## src/rtl/ipu_frame_sequencer_if.sv

```systemverilog
// Signal bundle between the IPU frame sequencer and its neighbours: frame control,
// line-buffer load, convolution coprocessor request/result and the VGA pixel write path.
interface ipu_frame_sequencer_if #(
  parameter int unsigned COORD_W = 9
);
  logic               start;
  logic [1:0]         size;
  logic [3:0]         mode;
  logic               abort;
  logic               busy;
  logic               done;
  logic [7:0]         frame_count;
  logic               buf_start;
  logic [COORD_W-1:0] buf_h;
  logic [COORD_W-1:0] buf_v;
  logic               cop_req;
  logic [31:0]        cop_inst;
  logic               cop_wait;
  logic               cop_done;
  logic [31:0]        cop_result;
  logic               pix_valid;
  logic [7:0]         pix_data;
  logic               pix_ready;

  modport master (
    input  start, size, mode, abort, cop_wait, cop_done, cop_result, pix_ready,
    output busy, done, frame_count, buf_start, buf_h, buf_v, cop_req, cop_inst,
           pix_valid, pix_data
  );

  modport slave (
    output start, size, mode, abort, cop_wait, cop_done, cop_result, pix_ready,
    input  busy, done, frame_count, buf_start, buf_h, buf_v, cop_req, cop_inst,
           pix_valid, pix_data
  );
endinterface

```

## src/rtl/ipu_frame_sequencer.sv

```systemverilog
// Frame sequencer: preloads K line-buffer rows, issues one convolution per output pixel,
// saturates each result to 8 bits and hands it to the VGA path over valid/ready.
module ipu_frame_sequencer #(
  parameter int unsigned IMG_W        = 512,
  parameter int unsigned IMG_H        = 480,
  parameter int unsigned COORD_W      = 9,
  parameter int unsigned PIX_PER_WORD = 4,
  parameter logic [3:0]  CONV_OP      = 4'b0101
) (
  input logic                   clk,
  input logic                   reset,
  ipu_frame_sequencer_if.master io_seq
);
  localparam int unsigned CW1 = COORD_W + 1;
  localparam logic [COORD_W-1:0] H_LAST     = COORD_W'(IMG_W - 1);
  localparam logic [COORD_W-1:0] V_LAST     = COORD_W'(IMG_H - 1);
  localparam logic [COORD_W-1:0] BUF_H_LAST = COORD_W'(IMG_W - PIX_PER_WORD);
  localparam logic [COORD_W-1:0] BUF_H_STEP = COORD_W'(PIX_PER_WORD);
  localparam logic [CW1-1:0]     BUF_V_END  = CW1'(IMG_H);

  typedef enum logic [2:0] {
    S_IDLE, S_PRELOAD, S_ISSUE, S_WAIT_RES, S_OUTPUT, S_ROWLOAD, S_DONE
  } state_t;

  state_t             r_state,       w_state_nxt;
  logic               r_armed,       w_armed_nxt;
  logic [1:0]         r_size,        w_size_nxt;
  logic [3:0]         r_mode,        w_mode_nxt;
  logic               r_busy,        w_busy_nxt;
  logic               r_done,        w_done_nxt;
  logic [7:0]         r_frame_count, w_frame_count_nxt;
  logic               r_buf_start,   w_buf_start_nxt;
  logic [COORD_W-1:0] r_buf_h,       w_buf_h_nxt;
  logic [COORD_W-1:0] r_buf_v,       w_buf_v_nxt;
  logic [2:0]         r_rows,        w_rows_nxt;
  logic [COORD_W-1:0] r_h_conv,      w_h_conv_nxt;
  logic [COORD_W-1:0] r_v_conv,      w_v_conv_nxt;
  logic               r_cop_req,     w_cop_req_nxt;
  logic [31:0]        r_cop_inst,    w_cop_inst_nxt;
  logic               r_pix_valid,   w_pix_valid_nxt;
  logic [7:0]         r_pix_data,    w_pix_data_nxt;

  logic [15:0]        w_field;
  logic [7:0]         w_sat;
  logic [2:0]         w_k;

  // Result field select and signed 16-bit to unsigned 8-bit clamp
  always_comb begin
    w_field = (r_mode == CONV_OP) ? io_seq.cop_result[15:0] : io_seq.cop_result[31:16];
    if (w_field[15]) begin
      w_sat = 8'h00;
    end else if (w_field[14:8] != 7'd0) begin
      w_sat = 8'hFF;
    end else begin
      w_sat = w_field[7:0];
    end
  end

  assign w_k = 3'(r_size) + 3'd2;

  always_ff @(posedge clk or posedge reset) begin
    if (reset) begin
      r_state       <= S_IDLE;
      r_armed       <= 1'b0;
      r_size        <= '0;
      r_mode        <= '0;
      r_busy        <= 1'b0;
      r_done        <= 1'b0;
      r_frame_count <= '0;
      r_buf_start   <= 1'b0;
      r_buf_h       <= '0;
      r_buf_v       <= '0;
      r_rows        <= '0;
      r_h_conv      <= '0;
      r_v_conv      <= '0;
      r_cop_req     <= 1'b0;
      r_cop_inst    <= '0;
      r_pix_valid   <= 1'b0;
      r_pix_data    <= '0;
    end else begin
      r_state       <= w_state_nxt;
      r_armed       <= w_armed_nxt;
      r_size        <= w_size_nxt;
      r_mode        <= w_mode_nxt;
      r_busy        <= w_busy_nxt;
      r_done        <= w_done_nxt;
      r_frame_count <= w_frame_count_nxt;
      r_buf_start   <= w_buf_start_nxt;
      r_buf_h       <= w_buf_h_nxt;
      r_buf_v       <= w_buf_v_nxt;
      r_rows        <= w_rows_nxt;
      r_h_conv      <= w_h_conv_nxt;
      r_v_conv      <= w_v_conv_nxt;
      r_cop_req     <= w_cop_req_nxt;
      r_cop_inst    <= w_cop_inst_nxt;
      r_pix_valid   <= w_pix_valid_nxt;
      r_pix_data    <= w_pix_data_nxt;
    end
  end

  always_comb begin
    w_state_nxt       = r_state;
    w_armed_nxt       = r_armed & io_seq.start;
    w_size_nxt        = r_size;
    w_mode_nxt        = r_mode;
    w_done_nxt        = 1'b0;
    w_frame_count_nxt = r_frame_count;
    w_buf_start_nxt   = r_buf_start;
    w_buf_h_nxt       = r_buf_h;
    w_buf_v_nxt       = r_buf_v;
    w_rows_nxt        = r_rows;
    w_h_conv_nxt      = r_h_conv;
    w_v_conv_nxt      = r_v_conv;
    w_cop_req_nxt     = r_cop_req;
    w_cop_inst_nxt    = r_cop_inst;
    w_pix_valid_nxt   = r_pix_valid;
    w_pix_data_nxt    = r_pix_data;

    case (r_state)
      S_IDLE: begin
        if (io_seq.start && !r_armed) begin
          w_armed_nxt     = 1'b1;
          w_size_nxt      = io_seq.size;
          w_mode_nxt      = io_seq.mode;
          w_buf_start_nxt = 1'b1;
          w_buf_h_nxt     = '0;
          w_buf_v_nxt     = '0;
          w_rows_nxt      = '0;
          w_h_conv_nxt    = '0;
          w_v_conv_nxt    = '0;
          w_state_nxt     = S_PRELOAD;
        end
      end
      S_PRELOAD: begin
        if (r_buf_h == BUF_H_LAST) begin
          w_buf_h_nxt = '0;
          w_buf_v_nxt = r_buf_v + COORD_W'(1);
          w_rows_nxt  = r_rows + 3'd1;
          if (r_rows + 3'd1 == w_k) begin
            w_buf_start_nxt = 1'b0;
            w_state_nxt     = S_ISSUE;
          end
        end else begin
          w_buf_h_nxt = r_buf_h + BUF_H_STEP;
        end
      end
      S_ISSUE: begin
        if (!io_seq.cop_wait) begin
          w_cop_req_nxt  = 1'b1;
          w_cop_inst_nxt = 32'({r_v_conv, r_h_conv, r_mode});
          w_state_nxt    = S_WAIT_RES;
        end
      end
      S_WAIT_RES: begin
        if (io_seq.cop_done) begin
          w_cop_req_nxt   = 1'b0;
          w_pix_valid_nxt = 1'b1;
          w_pix_data_nxt  = w_sat;
          w_state_nxt     = S_OUTPUT;
        end
      end
      S_OUTPUT: begin
        if (io_seq.pix_ready) begin
          w_pix_valid_nxt = 1'b0;
          if (r_h_conv != H_LAST) begin
            w_h_conv_nxt = r_h_conv + COORD_W'(1);
            w_state_nxt  = S_ISSUE;
          end else if (r_v_conv == V_LAST) begin
            w_state_nxt = S_DONE;
          end else begin
            // Next output row needs one more buffered row, if the frame still has one
            w_h_conv_nxt    = '0;
            w_v_conv_nxt    = r_v_conv + COORD_W'(1);
            w_buf_h_nxt     = '0;
            w_buf_start_nxt = ({1'b0, r_buf_v} < BUF_V_END);
            w_state_nxt     = S_ROWLOAD;
          end
        end
      end
      S_ROWLOAD: begin
        if (!r_buf_start) begin
          w_state_nxt = S_ISSUE;
        end else if (r_buf_h == BUF_H_LAST) begin
          w_buf_h_nxt     = '0;
          w_buf_v_nxt     = r_buf_v + COORD_W'(1);
          w_buf_start_nxt = 1'b0;
          w_state_nxt     = S_ISSUE;
        end else begin
          w_buf_h_nxt = r_buf_h + BUF_H_STEP;
        end
      end
      S_DONE: begin
        w_done_nxt        = 1'b1;
        w_frame_count_nxt = r_frame_count + 8'd1;
        w_state_nxt       = S_IDLE;
      end
      default: w_state_nxt = S_IDLE;
    endcase

    // Abort overrides any coincident cop_done/pix_ready and never counts the frame
    if ((r_state != S_IDLE) && io_seq.abort) begin
      w_state_nxt       = S_IDLE;
      w_done_nxt        = 1'b0;
      w_frame_count_nxt = r_frame_count;
      w_buf_start_nxt   = 1'b0;
      w_buf_h_nxt       = '0;
      w_buf_v_nxt       = '0;
      w_cop_req_nxt     = 1'b0;
      w_cop_inst_nxt    = '0;
      w_pix_valid_nxt   = 1'b0;
      w_pix_data_nxt    = '0;
    end

    w_busy_nxt = (w_state_nxt != S_IDLE);
  end

  assign io_seq.busy        = r_busy;
  assign io_seq.done        = r_done;
  assign io_seq.frame_count = r_frame_count;
  assign io_seq.buf_start   = r_buf_start;
  assign io_seq.buf_h       = r_buf_h;
  assign io_seq.buf_v       = r_buf_v;
  assign io_seq.cop_req     = r_cop_req;
  assign io_seq.cop_inst    = r_cop_inst;
  assign io_seq.pix_valid   = r_pix_valid;
  assign io_seq.pix_data    = r_pix_data;
endmodule
```

## src/flat_wrapper.sv

```systemverilog
// flat-port wrapper written by rule: the top's interface ports become plain ports
module ipu_frame_sequencer_flat 
#(
  parameter int unsigned IMG_W        = 512,
  parameter int unsigned IMG_H        = 480,
  parameter int unsigned COORD_W      = 9,
  parameter int unsigned PIX_PER_WORD = 4,
  parameter logic [3:0]  CONV_OP      = 4'b0101
)
  (clk, reset, io_seq_start, io_seq_size, io_seq_mode, io_seq_abort, io_seq_cop_wait, io_seq_cop_done, io_seq_cop_result, io_seq_pix_ready, io_seq_busy, io_seq_done, io_seq_frame_count, io_seq_buf_start, io_seq_buf_h, io_seq_buf_v, io_seq_cop_req, io_seq_cop_inst, io_seq_pix_valid, io_seq_pix_data);
  ipu_frame_sequencer_if #(.COORD_W(COORD_W)) io_seq_i ();
  input logic clk;
  input logic reset;
  input wire logic [$bits(io_seq_i.start)-1:0] io_seq_start;
  input wire logic [$bits(io_seq_i.size)-1:0] io_seq_size;
  input wire logic [$bits(io_seq_i.mode)-1:0] io_seq_mode;
  input wire logic [$bits(io_seq_i.abort)-1:0] io_seq_abort;
  input wire logic [$bits(io_seq_i.cop_wait)-1:0] io_seq_cop_wait;
  input wire logic [$bits(io_seq_i.cop_done)-1:0] io_seq_cop_done;
  input wire logic [$bits(io_seq_i.cop_result)-1:0] io_seq_cop_result;
  input wire logic [$bits(io_seq_i.pix_ready)-1:0] io_seq_pix_ready;
  output wire logic [$bits(io_seq_i.busy)-1:0] io_seq_busy;
  output wire logic [$bits(io_seq_i.done)-1:0] io_seq_done;
  output wire logic [$bits(io_seq_i.frame_count)-1:0] io_seq_frame_count;
  output wire logic [$bits(io_seq_i.buf_start)-1:0] io_seq_buf_start;
  output wire logic [$bits(io_seq_i.buf_h)-1:0] io_seq_buf_h;
  output wire logic [$bits(io_seq_i.buf_v)-1:0] io_seq_buf_v;
  output wire logic [$bits(io_seq_i.cop_req)-1:0] io_seq_cop_req;
  output wire logic [$bits(io_seq_i.cop_inst)-1:0] io_seq_cop_inst;
  output wire logic [$bits(io_seq_i.pix_valid)-1:0] io_seq_pix_valid;
  output wire logic [$bits(io_seq_i.pix_data)-1:0] io_seq_pix_data;
  assign io_seq_i.start = io_seq_start;
  assign io_seq_i.size = io_seq_size;
  assign io_seq_i.mode = io_seq_mode;
  assign io_seq_i.abort = io_seq_abort;
  assign io_seq_i.cop_wait = io_seq_cop_wait;
  assign io_seq_i.cop_done = io_seq_cop_done;
  assign io_seq_i.cop_result = io_seq_cop_result;
  assign io_seq_i.pix_ready = io_seq_pix_ready;
  assign io_seq_busy = io_seq_i.busy;
  assign io_seq_done = io_seq_i.done;
  assign io_seq_frame_count = io_seq_i.frame_count;
  assign io_seq_buf_start = io_seq_i.buf_start;
  assign io_seq_buf_h = io_seq_i.buf_h;
  assign io_seq_buf_v = io_seq_i.buf_v;
  assign io_seq_cop_req = io_seq_i.cop_req;
  assign io_seq_cop_inst = io_seq_i.cop_inst;
  assign io_seq_pix_valid = io_seq_i.pix_valid;
  assign io_seq_pix_data = io_seq_i.pix_data;
  ipu_frame_sequencer #(.IMG_W(IMG_W), .IMG_H(IMG_H), .COORD_W(COORD_W), .PIX_PER_WORD(PIX_PER_WORD), .CONV_OP(CONV_OP)) u_core (.clk(clk), .reset(reset), .io_seq(io_seq_i));
endmodule
```

## config.mk

```make
export PLATFORM = sky130hd
export DESIGN_NAME = ipu_frame_sequencer_flat
export DESIGN_NICKNAME = d
export VERILOG_FILES = /design/src/rtl/ipu_frame_sequencer_if.sv /design/src/rtl/ipu_frame_sequencer.sv /design/src/flat_wrapper.sv
export SDC_FILE = /design/constraint.sdc
export NUM_CORES = 1
export LEC_CHECK = 0
export ABC_AREA = 1
export BUFFER_PORTS_ARGS = -buffer_cell sky130_fd_sc_hd__buf_4
export CAP_MARGIN = 40
export CELL_PAD_IN_SITES_DETAIL_PLACEMENT = 0
export CELL_PAD_IN_SITES_GLOBAL_PLACEMENT = 1
export CORE_UTILIZATION = 44
export CTS_BUF_LIST = sky130_fd_sc_hd__clkbuf_4
export DETAILED_ROUTE_END_ITERATION = 16
export PLACE_DENSITY = 0.94
export SLEW_MARGIN = 25
export SYNTH_ARGS = -nofsm -noshare
export SYNTH_HDL_FRONTEND = slang
export SYNTH_SLANG_ARGS = --single-unit
```

## constraint.sdc

```tcl
create_clock -name clk -period 4.5 [get_ports clk]
set_input_delay 0.45 -clock clk [delete_from_list [all_inputs] [get_ports clk]]
set_output_delay 0.45 -clock clk [all_outputs]
set_load 0.02 [all_outputs]
```

-- After elaboration in Yosys (flattened, before gate mapping)
Cells that the tools add are included.
- bits in read-only memories: 0
- word-level logic and storage cells: 147
- register bits: 102
- memory bits (writable): 0
- latch bits: 0
- input port bits: 45
- memories: 0
- reductions and logical operators: 28
- bitwise logic cells: 2
- eq/ne operators: 27
- $add $sub $neg: 7
- div/mod/pow operators: 0
- shift-type cells: 0
- $lt $le $gt $ge: 1
- mux-type cells: 65
- multipliers: 0
- operator list (kind ; number):
    9-bit 2-to-1 mux ; 15
    32-bit 2-to-1 mux ; 3
    8-bit 2-to-1 mux ; 5
    3-bit 2-to-1 mux ; 12
    9-bit one-hot mux with 2 select lines ; 2
    9-bit one-hot mux with 4 select lines ; 1
    9-bit by 1-bit adder with 9-bit output (second input constant) ; 3
    9-bit one-hot mux with 3 select lines ; 1
    1-bit 2-to-1 mux ; 19
    9-bit == test (second input constant) ; 2
    3-bit one-hot mux with 6 select lines ; 1
    16-bit 2-to-1 mux ; 1
    3-bit by 1-bit inequality test with 1-bit output (second input constant) ; 4
    3-bit by 2-bit inequality test with 1-bit output (second input constant) ; 4
    3-bit AND reduction ; 4
    3-bit nonzero test ; 4
    2-bit nonzero test ; 5
    9-bit by 3-bit adder with 9-bit output (second input constant) ; 1
    3-bit == test (second input constant) ; 3
    9-bit less-than comparator (second input constant) ; 1
    9-bit inequality test (second input constant) ; 1
    8-bit by 1-bit adder with 8-bit output (second input constant) ; 1
    2-bit AND reduction ; 4
    7-bit AND reduction ; 1
    24 further kinds ; 32

-- Depth between registers and ports, before layout
- word-level depth: 8
- gate-level depth with buffers: 14

-- Worst setup path before layout
OpenSTA, ideal clock, no wires.
- path type: reg2reg
- start: register u_core.r_buf_h[2], in the netlist u_core.io_seq.buf_h[2]
- end: register u_core.r_busy, in the netlist u_core.io_seq.busy
- setup slack: 2314 ps
- library setup time: 125 ps
- period minus slack after synthesis: 2186 ps
- path buffers: 0
- data arrival time: 2061 ps
- cell stages (with the launch flop): 13
- path through: dfrtp_1 > ha_1 > nand2_1 > nor2_1 > and3_1 > ha_1 > clkinv_1 > nor3b_1 > nand2_1 > nand2_1 > nand3_1 > nand2_1 > nand3_1
- word-level cells in the longest chain between the ends: 6
- elaborated cells on any way between the ends: 7
- classes of those cells: eq/ne (1); mux (5); reduce/logical (1)
- RTL lines (what ; RTL line ; source):
    from (decl) ; ipu_frame_sequencer.sv:33 ; logic [COORD_W-1:0] r_buf_h, w_buf_h_nxt;
    from (signal assigned) ; ipu_frame_sequencer.sv:89 ; r_buf_h <= w_buf_h_nxt;
    9-bit == test (*) ; ipu_frame_sequencer.sv:135, ipu_frame_sequencer.sv:183 ;
    3-bit 2-to-1 mux ; ipu_frame_sequencer.sv:183 ; end else if (r_buf_h == BUF_H_LAST) begin
    3-bit 2-to-1 mux ; ipu_frame_sequencer.sv:181 ; if (!r_buf_start) begin
    3-bit one-hot mux with 6 select lines (*) ; ipu_frame_sequencer.sv:119 ; case (r_state)
    3-bit 2-to-1 mux (*) ; ipu_frame_sequencer.sv:201 ; if ((r_state != S_IDLE) && io_seq.abort) begin
    3-bit nonzero test (*) ; ipu_frame_sequencer.sv:214 ; w_busy_nxt = (w_state_nxt != S_IDLE);
    named net u_core.w_busy_nxt ; ipu_frame_sequencer.sv:29 ; logic r_busy, w_busy_nxt;
    to (signal assigned) ; ipu_frame_sequencer.sv:85 ; r_busy <= w_busy_nxt;
    to (decl) ; ipu_frame_sequencer.sv:29 ;
Mark *: on every way through the listed nets, which the timed path passes. The rest lies on a longest branch.
A chain may end at the register's enable or synchronous reset.

-- Worst setup path after layout
Same ends and word-level chain as after synthesis.

==> flow_summary.json <==
{
  "numCtsBuffers": 9,
  "power.density_nw_per_um2": 334,
  "worstMarginPinSlew_ns": 0.648,
  "drive_gt1_share_pct": 23.7,
  "first_iter_violations": 220,
  "cts_setup_buffers": 0,
  "drv_slew": 0,
  "num_vias": 4600,
  "clock_sinks": 90,
  "place_ws_ns": 2.15,
  "fin_crit_ns": 2.38,
  "postRouteAntennaNets": 0,
  "cts_root_buffer": "clkbuf_4",
  "async_flop_share_pct": 100,
  "grt_max_degree": 48,
  "place_inst": 879,
  "drcViolationCount": 0,
  "critPathMaxStageDelay_ns": 0.50,
  "synthTopCellsByCount": "nand2_1 (174), dfrtp_1 (90), inv_1 (75), nand3_1 (68), nor2_1 (46)",
  "yosysSeqAreaShare_pct": 44.0,
  "rows": 39,
  "chipHeight_um": 110,
  "fmax_ghz": 0.420,
  "grt_first_pass_wirelength_um": 19700,
  "io_buffer_count": 103,
  "fin_skew_ns": 0.0141,
  "synth_edf_count": 0,
  "finalCritPeriodShare_pct": 52.9,
  "insertion_delay_ns": 0.44,
  "overflow": 0,
  "start_kind": "flip-flop",
  "synthTopCellsByArea": "dfrtp_1 (44%), nand2_1 (13%), nand3_1 (6.6%)",
  "hold_path.class": "in -> reg",
  "io_pins": 116,
  "clk_pin_slew_ns": 0.12,
  "cp_data_required_time_ns": 4.83,
  "max_slew_margin_pct": 56.7,
  "cp_top_family": "simple AND/OR/NAND/NOR gates",
  "place_hpwl_um": 8780,
  "cp_data_arrival_time_ns": 2.71,
  "dr.pass1.iters": 5,
  "synth.avg_cell_area_um2": 7.87,
  "clk_path_buf_depth": 2,
  "tritoncts": "done",
  "critPathMostFrequentCell": "nand2_1",
  "nNetsFinal": 803,
  "path_class": "reg -> reg",
  "finalSetupTns_ns": 0,
  "yosys.cell_types.count": 43,
  "final_hold_viol_count": 0,
  "start_util_pct": 45.0,
  "vdd_drop_max_uv": 193,
  "via_per_inst": 5.12,
  "max_cap_violations": 0,
  "synthMostInstantiatedCell": "nand2_1",
  "core_area_um2": 11400,
  "cp-end-kind": "flip-flop",
  "h-tree-depth": 3,
  "status": "finished, final reports clean",
  "netlist_instances": 650,
  "cp_max_fo": 9,
  "gp_congestion": 0.823,
  "hold-worst-slack_ns": 0.208,
  "grt_pass1_vias": 4173,
  "grt_use_total_pct": 20.9,
  "p_leak_nw": 3.21,
  "area_growth_pct": 19.2,
  "setup_ws_ns": 2.12,
  "dieArea_um2": 12100,
  "setup_viol": 0,
  "crit_chain": "ha_1 -> nand2_1 -> nor2_1 -> and3_1 -> ha_1 -> clkinv_1 -> nor3b_1 -> nand2_1 -> nand2_1 -> nand3_1 -> nand2_1 -> nand3_1",
  "routed_wl_um": 12100,
  "synth_top_area_cell": "dfrtp_1",
  "ys_seq_elements": 90,
  "syn_area_um2": 5120,
  "ys_warn_count": 0,
  "rsz0062_at_grt": "false",
  "antenna_found_initial": 0,
  "final_cells": 898,
  "path_buf_inv": 1,
  "synth.top_cell.area_share_pct": 44.0,
  "wl_per_cell_um": 13.4,
  "die_w_um": 110,
  "yosys_most_used_dff": "dfrtp_1",
  "slowest_stage": "dfrtp_1",
  "utilization_pct": 53.7
}
[power breakdown]
part	switching [W]	internal (W)	total [W]
Combinational	0.000433	0.000214	0.000647
Clock	0.000262	0.000171	0.000433
Sequential	0.0000786	0.000882	0.000961
Total	0.000774	0.00127	0.00204
[cells by family after synthesis]
| group | after synthesis | share of synthesized area, % |
|---|---|---|
| adder cells (fa/ha/maj) | 8 | 1.96 |
| AND/OR/NAND/NOR | 351 | 32.6 |
| multiplexers | 3 | 0.660 |
| AO/OA/AOI/OAI | 69 | 8.26 |
| flip-flops | 90 | 44.0 |
| other | 1 | 0.0733 |
| XOR/XNOR | 14 | 2.40 |
| buffers and inverters | 114 | 10.0 |
[routing by layer]
metal | vias up | global-route usage, % | part of all wire (%) | wire, µm
met3 | 15 | 4.15 | 4.8 | 575
met5 | - | 0 | 0 | 0
met4 | 0 | 6.48 | 1.3 | 161
met1 | 2207 | 27.3 | 45 | 5430
met2 | 120 | 34.6 | 49 | 5900
li1 | 2258 | - | - | -
[final timing paths]
check	start	endpoint	slack, ns	depth (start not counted)
setup / recovery	u_core.io_seq.buf_h[2]	u_core.io_seq.busy	2.12	12
hold / removal	io_seq_pix_ready	u_core.io_seq.pix_valid	0.21	2
setup reg to reg	u_core.io_seq.buf_h[2]	u_core.io_seq.busy	2.12	12
hold reg to reg	u_core.io_seq.frame_count[7]	u_core.io_seq.frame_count[7]	0.48	1
max in group asynchronous	reset	u_core.io_seq.cop_inst[19]	3.17	4
min in group asynchronous	reset	u_core.io_seq.pix_data[1]	0.47	3
[metrics by stage]
stage	power [W]	instance area, µm²
5_1_grt	0.00218	6100
4_1_cts	0.00207	6060
3_3_place_gp	0.00161	5930
3_5_place_dp	0.00162	5930
6_report	0.00204	6100
2_1_floorplan	0.00145	5160
[area by class of cell]
cell class	instances	area [µm²]
Timing Repair Buffer	107	822
Fill cell	1082	5270
Tap cell	143	179
Clock inverter	5	53.8
Antenna cell	1	2.50
Inverter	85	323
Clock buffer	10	75.1
Multi-Input combinational cell	457	2390
Sequential cell	90	2250
[timing repair]
item | CTS | global route
gates resized for setup | 0 | 0
hold endpoints to repair | 0 | 11
hold buffers | 0 | 1
[sequential cells by signal, indices dropped and copies added, names as in the netlist, 2 cells and up]
name and flops:
u_core.io_seq.frame_count 8, u_core.io_seq.pix_data 8, u_core.r_size 2, u_core.r_state 3
u_core.io_seq.cop_inst 22, u_core.r_rows 3, u_core.r_v_conv 9, u_core.io_seq.buf_v 9
u_core.r_h_conv 9, u_core.io_seq.buf_h 7, u_core.r_mode 4
[cells in the final DEF, fill, tap and decap left out, drive strengths merged, types with 4 or more instances in the layout]
master  Yosys  routed
or2         4       4
nor2       56      56
ha          8       8
xor2        8       8
o21ai      62      62
nand4      15      15
conb        1      12
nand2     182     182
a21oi       5       5
nand3      71      71
clkinv      3       6
buf        24     106
inv        82      82
dfrtp      90      90
nor3       14      14
clkbuf      5      10
xnor2       6       6
No activity file was read; power rests on OpenSTA's default activity.
